--- src/rtl/avalon_hex_pio.sv ---
// avalon_hex_pio: Avalon-MM PIO driving hex-decoded active-low 7-seg digits with enable/blink,
// plus a synchronised input port with rising-edge capture and a maskable level interrupt.
module avalon_hex_pio #(
    parameter int NUM_DIGITS = 6,
    parameter int IN_WIDTH   = 4,
    parameter int BLINK_DIV  = 25000000
) (
    input  logic                    CLK,
    input  logic                    RST,
    input  logic [2:0]              avs_address,
    input  logic                    avs_read,
    input  logic                    avs_write,
    input  logic [31:0]             avs_writedata,
    output logic [31:0]             avs_readdata,
    output logic                    irq,
    input  logic [IN_WIDTH-1:0]     pio_in,
    output logic [NUM_DIGITS*7-1:0] HEX
);
    localparam int DW = 4 * NUM_DIGITS;
    localparam int CW = $clog2(BLINK_DIV);

    function automatic logic [6:0] seg(input logic [3:0] n);
        case (n)
            4'h0: seg = 7'h40;
            4'h1: seg = 7'h79;
            4'h2: seg = 7'h24;
            4'h3: seg = 7'h30;
            4'h4: seg = 7'h19;
            4'h5: seg = 7'h12;
            4'h6: seg = 7'h02;
            4'h7: seg = 7'h78;
            4'h8: seg = 7'h00;
            4'h9: seg = 7'h10;
            4'hA: seg = 7'h08;
            4'hB: seg = 7'h03;
            4'hC: seg = 7'h46;
            4'hD: seg = 7'h21;
            4'hE: seg = 7'h06;
            default: seg = 7'h0E;
        endcase
    endfunction

    logic [DW-1:0]           data_reg;
    logic [NUM_DIGITS-1:0]   enable_reg;
    logic [NUM_DIGITS-1:0]   blink_reg;
    logic [IN_WIDTH-1:0]     in_s1;
    logic [IN_WIDTH-1:0]     in_s2;
    logic [IN_WIDTH-1:0]     in_p;
    logic [IN_WIDTH-1:0]     edge_cap;
    logic [IN_WIDTH-1:0]     irq_mask;
    logic [IN_WIDTH-1:0]     edge_clr;
    logic [CW-1:0]           cnt;
    logic                    phase;
    logic                    wrap;
    logic [31:0]             rd_mux;
    logic [NUM_DIGITS*7-1:0] hex_next;
    logic                    unused_wd;

    assign unused_wd = &{1'b0, avs_writedata};
    assign wrap      = cnt == CW'(BLINK_DIV - 1);
    assign edge_clr  = (avs_write && avs_address == 3'd4) ? avs_writedata[IN_WIDTH-1:0] : '0;

    always_comb begin
        rd_mux = avs_address == 3'd0 ? 32'(data_reg) :
                 avs_address == 3'd1 ? 32'(enable_reg) :
                 avs_address == 3'd2 ? 32'(blink_reg) :
                 avs_address == 3'd3 ? 32'(in_s2) :
                 avs_address == 3'd4 ? 32'(edge_cap) :
                 avs_address == 3'd5 ? 32'(irq_mask) : 32'd0;
    end

    always_comb begin
        hex_next = '0;
        for (int i = 0; i < NUM_DIGITS; i++)
            hex_next[7*i +: 7] = (!enable_reg[i] || (blink_reg[i] && phase)) ? 7'h7F : seg(data_reg[4*i +: 4]);
    end

    // Edge capture: a new rising edge wins over a simultaneous clear of the same bit.
    always_ff @(posedge CLK or posedge RST) begin
        if (RST) begin
            data_reg     <= '0;
            enable_reg   <= '1;
            blink_reg    <= '0;
            in_s1        <= '0;
            in_s2        <= '0;
            in_p         <= '0;
            edge_cap     <= '0;
            irq_mask     <= '0;
            cnt          <= '0;
            phase        <= 1'b0;
            irq          <= 1'b0;
            avs_readdata <= '0;
            HEX          <= {NUM_DIGITS{7'h40}};
        end else begin
            if (avs_write && avs_address == 3'd0) data_reg <= avs_writedata[DW-1:0];
            if (avs_write && avs_address == 3'd1) enable_reg <= avs_writedata[NUM_DIGITS-1:0];
            if (avs_write && avs_address == 3'd2) blink_reg <= avs_writedata[NUM_DIGITS-1:0];
            if (avs_write && avs_address == 3'd5) irq_mask <= avs_writedata[IN_WIDTH-1:0];
            in_s1        <= pio_in;
            in_s2        <= in_s1;
            in_p         <= in_s2;
            edge_cap     <= (edge_cap & ~edge_clr) | (in_s2 & ~in_p);
            cnt          <= wrap ? '0 : cnt + CW'(1);
            phase        <= phase ^ wrap;
            irq          <= |(edge_cap & irq_mask);
            avs_readdata <= avs_read ? rd_mux : avs_readdata;
            HEX          <= hex_next;
        end
    end
endmodule

--- config.mk ---
export PLATFORM = sky130hd
export DESIGN_NAME = avalon_hex_pio
export DESIGN_NICKNAME = d
export VERILOG_FILES = /design/src/rtl/avalon_hex_pio.sv
export SDC_FILE = /design/constraint.sdc
export NUM_CORES = 1
export LEC_CHECK = 0
export ABC_AREA = 1
export CORE_MARGIN = 3
export CORE_UTILIZATION = 40
export DETAILED_ROUTE_END_ITERATION = 10
export PLACE_DENSITY_LB_ADDON = 0.12
export SYNTH_ARGS = -nofsm -noshare
export SYNTH_HDL_FRONTEND = slang
export SYNTH_SLANG_ARGS = --single-unit
--- constraint.sdc ---
create_clock -name CLK -period 9.9 [get_ports CLK]
set_input_delay 1.485 -clock CLK [delete_from_list [all_inputs] [get_ports CLK]]
set_output_delay 1.485 -clock CLK [all_outputs]
set_load 0.1 [all_outputs]
==> reports/results.txt <==
The run finished with clean final reports. After floorplanning, the core was sized to cover 18100 um2. The run gives 0 as the number of diodes added for antenna fixing. Per report_power, the combinational group accounts for 33.0% of the total. Dividing the final minimum period by the clock period gives 36.4%.

Of all nets on the critical path, the largest fanout is 48. In this run the core area contains 49 standard-cell rows. Measured against its own limit, the worst slew margin works out to 24.7%. After clock tree synthesis, the clock-pin slew on the worst setup and hold paths is 0.06 ns.

The global-route wire length before repair is 28300 um. The iteration-0 DRC count of the detailed router is 448. The minimum period implied by the final worst setup slack was 3.61 ns; the average wire per standard cell was 14.1 um.

The share of Yosys cell area claimed by the top area cell type works out to 46.4%. The run gives 0 as the total of cells resized after clock tree synthesis. For the number of antenna violations at the first check in global routing, the log shows 0. The share of cells above drive strength 1 works out to 7.37%. The area added between synthesis and finish was 24.1%. The count of state elements after synthesis was 149; the reported max-cap violation count was 0. Number of failing hold endpoints at the final stage: 0.

Setup total negative slack on the finished layout was measured at 0 ns. The top cell type by total area after synthesis was sky130_fd_sc_hd__dfrtp_1. Global routing used 17.6% of the available tracks. After detailed routing, the number of remaining DRC violations is 0.

The clock share of power is 31.9%, and the cell-internal power is 1.31 mW. Clock tree synthesis inserted a total of 17 buffers. Final setup skew: 0.0104 ns. The number of flip-flops in the largest register was 42; the synthesized cell area was 7400 um2. The detailed router placed 6000 vias in this run. The number of global-route vias before repair came out at 5540.

For the cell area after placement, the log shows 8550 um2. For the number of sinks handled by clock tree synthesis, the log shows 149. The HPWL after detailed placement is 12000 um. The leading register cell type out of synthesis is sky130_fd_sc_hd__dfrtp_1.

For this run, the detailed router's first-pass iteration total came to 5. Sequential cells account for 35.0% of the total power. The tools report the number of unique standard cell types used by synthesis as 35. Summed over all layers, the routed wires come to 17000 um. After filler insertion, the fill cell instance count of the layout stands at 1667. The final max-slew violation count was 0; the static leakage was 4.14 nW. The maximum number of buffers from clock root to sink is 2, and the net switching share of the total power is 39.7%. IR analysis of the VDD net gives a maximum drop of 0.150 mV. The kind of path behind the tightest hold check was flop to flop. STA classifies the critical path endpoint as a flop.

The share of flip-flops with an asynchronous set or reset after synthesis works out to 100%. The largest registers in the layout are HEX x42, cnt x25. The worst setup path is launched from a primary input.

Summing all non-filler instances in the final layout gives an area of 9180 um2. Entering global routing, the biggest net connects 84 pins. The H-tree was split into 4 levels. The layout net count was 1044; the power per cell area was 236 nW/um2. The die width is 142 um, and the insertion delay of the later-clocked pin in the worst-skew pair is 0.42 ns.

For this run, the top clock speed supported by timing is 277 MHz. Counting flops per register, the top entry is HEX. From bottom edge to top edge, the die measures 142 um.

The tools report the final weighted congestion of routability-driven global placement as 0.874. The critical path class is primary input to flop. For this run, the register share of the synthesized area comes to 50.6%. The completed layout was analyzed and its total power is 2.17 mW.

Dividing the detail-routed via count by the number of cells gives 4.98. Setup violations remaining at the end of the flow were counted as 0. The Yosys step of the flow raised 0 warnings. For the arrival time of data at the critical path endpoint, the log shows 3.94 ns. The starting utilization of the core area is 40.9%. Setup repair after global routing left no endpoint under its margin. For the required time at the endpoint of the critical path, the log shows 10.23 ns. By area the synthesized netlist is led by sky130_fd_sc_hd__dfrtp_1 (46%), sky130_fd_sc_hd__nand2_1 (11%), sky130_fd_sc_hd__ha_1 (6.3%), sky130_fd_sc_hd__nor2_1 (5.1%), sky130_fd_sc_hd__inv_1 (4.4%). TritonCTS built the clock tree. Summed over all nets, the switching power comes to 859 uW.

The tools report the count of nets left with antenna violations after detail routing as 0. Once the clock tree was built, the setup fixing pass inserted 0 buffers. The total overflow left after global routing is 0. Yosys mapped a number of flops with a built-in enable equal to 0. The number of input and output port buffers inserted was 101; the cts-stage hold buffer count was 0. For the pin with the worst max-slew slack, the measured transition is 1.12 ns. The cell count after synthesis came out at 868. A synthesized cell averages 8.52 um2. The die covers 20200 um2. Clock tree synthesis selected as its root buffer the cell sky130_fd_sc_hd__clkbuf_16. The number of ports placed on the die boundary was 118.
==> logic make-up (layout without fill, tap and decap cells) <==
family          after synthesis  count (layout)  synth area share, %
other cells                   1               8               0.0507
flops                       149             149                 50.6
compound gates              154             154                 13.2
buf+inv                     127             229                 7.34
xor+xnor                      8               8                0.947
fa+ha+maj                    37              37                 6.26
simple gates                392             392                 21.6
==> cell usage after synthesis (2+ instances only) <==
| library cell | count |
|---|---|
| sky130_fd_sc_hd__a21oi_1 | 19 |
| sky130_fd_sc_hd__nand2_1 | 216 |
| sky130_fd_sc_hd__dfstp_2 | 12 |
| sky130_fd_sc_hd__xor2_1 | 7 |
| sky130_fd_sc_hd__buf_6 | 4 |
| sky130_fd_sc_hd__nand3_1 | 54 |
| sky130_fd_sc_hd__buf_4 | 8 |
| sky130_fd_sc_hd__o21ai_1 | 8 |
| sky130_fd_sc_hd__o21ai_2 | 2 |
| sky130_fd_sc_hd__o211ai_1 | 14 |
| sky130_fd_sc_hd__nor2_1 | 100 |
| sky130_fd_sc_hd__a31oi_1 | 10 |
| sky130_fd_sc_hd__o311ai_0 | 3 |
| sky130_fd_sc_hd__clkbuf_1 | 17 |
| sky130_fd_sc_hd__buf_2 | 4 |
| sky130_fd_sc_hd__o31ai_1 | 19 |
| sky130_fd_sc_hd__o21ai_0 | 54 |
| sky130_fd_sc_hd__ha_1 | 37 |
| sky130_fd_sc_hd__clkinv_1 | 3 |
| sky130_fd_sc_hd__nand4_1 | 10 |
| sky130_fd_sc_hd__inv_2 | 3 |
| sky130_fd_sc_hd__a21oi_2 | 18 |
| sky130_fd_sc_hd__dfrtp_1 | 137 |
| sky130_fd_sc_hd__inv_1 | 87 |
| sky130_fd_sc_hd__nor3_1 | 7 |
| sky130_fd_sc_hd__o2111ai_1 | 6 |
==> cell type report <==
class	instances	area, um2	share of cell area (%)
Inverter	94	359	3.91
Clock inverter	8	149	1.62
Tap cell	229	287	3.12
Timing Repair Buffer	103	1030	11.2
Sequential cell	149	3740	40.8
Multi-Input combinational cell	599	3140	34.2
Clock buffer	24	482	5.25
==> final timing paths <==
| kind | startpoint | end | slack, ns | cells after the start |
|---|---|---|---|---|
| min in group asynchronous | RST | cnt[22] | 1.58 | 2 |
| worst min-delay path | in_s1[0] | in_s2[0] | 0.35 | 0 |
| max in group asynchronous | RST | cnt[5] | 6.98 | 3 |
| worst max-delay path | avs_address[2] | data_reg[9] | 6.29 | 7 |
| worst max register to register | cnt[0] | cnt[19] | 7.80 | 6 |
| worst min register to register | in_s1[0] | in_s2[0] | 0.35 | 0 |
==> layer usage <==
layer  GRT usage [%]  vias to the layer above  wire (um)
li1                -                     3022          -
met1            24.3                     2807       8060
met2            27.8                      158       8000
met3            4.44                       13        818
met4            4.49                        0        155
met5               0                        -          0
==> cell usage in the layout, fill, tap and decap left out, types with 12 or more instances in the layout <==
cell type,Yosys,layout
sky130_fd_sc_hd__clkdlybuf4s50_1,0,101
sky130_fd_sc_hd__ha_1,37,37
sky130_fd_sc_hd__o21ai_0,54,54
sky130_fd_sc_hd__nand3_1,54,54
sky130_fd_sc_hd__nor2_1,100,100
sky130_fd_sc_hd__o31ai_1,19,19
sky130_fd_sc_hd__a21oi_2,18,18
sky130_fd_sc_hd__clkbuf_16,0,17
sky130_fd_sc_hd__dfstp_2,12,12
sky130_fd_sc_hd__inv_1,87,86
sky130_fd_sc_hd__dfrtp_1,137,137
sky130_fd_sc_hd__a21oi_1,19,19
sky130_fd_sc_hd__nand2_1,216,216
sky130_fd_sc_hd__o211ai_1,14,14
==> worst max-delay path: stages <==
cell	delay, ns
sky130_fd_sc_hd__clkdlybuf4s50_1	0.75
sky130_fd_sc_hd__inv_2	0.11
sky130_fd_sc_hd__nand2_4	0.30
sky130_fd_sc_hd__clkinv_2	0.16
sky130_fd_sc_hd__nand2_2	0.83
sky130_fd_sc_hd__nor2_1	0.11
sky130_fd_sc_hd__a21oi_2	0.15
==> stage by stage <==
step	std cells	utilization (%)	hold WS (ns)	setup WS (ns)
after floorplan	875	-	0.331	4.43
after global placement	1174	47.3	0.332	5.87
after detailed placement	1174	47.3	0.336	5.84
after CTS	1206	50.8	0.349	6.29
after global routing	1206	50.8	0.362	6.11
final	1206	50.8	0.346	6.29
==> power groups by stage <==
stage / combinational, mW / clock [mW] / sequential [mW]
2_1_floorplan: 0.216 / 0 / 1.10
3_3_place_gp: 0.717 / 0 / 0.769
5_1_grt: 0.763 / 0.739 / 0.770
6_report: 0.716 / 0.692 / 0.759
3_5_place_dp: 0.718 / 0 / 0.768
4_1_cts: 0.720 / 0.707 / 0.758
Power figures use the tool's default switching activity.
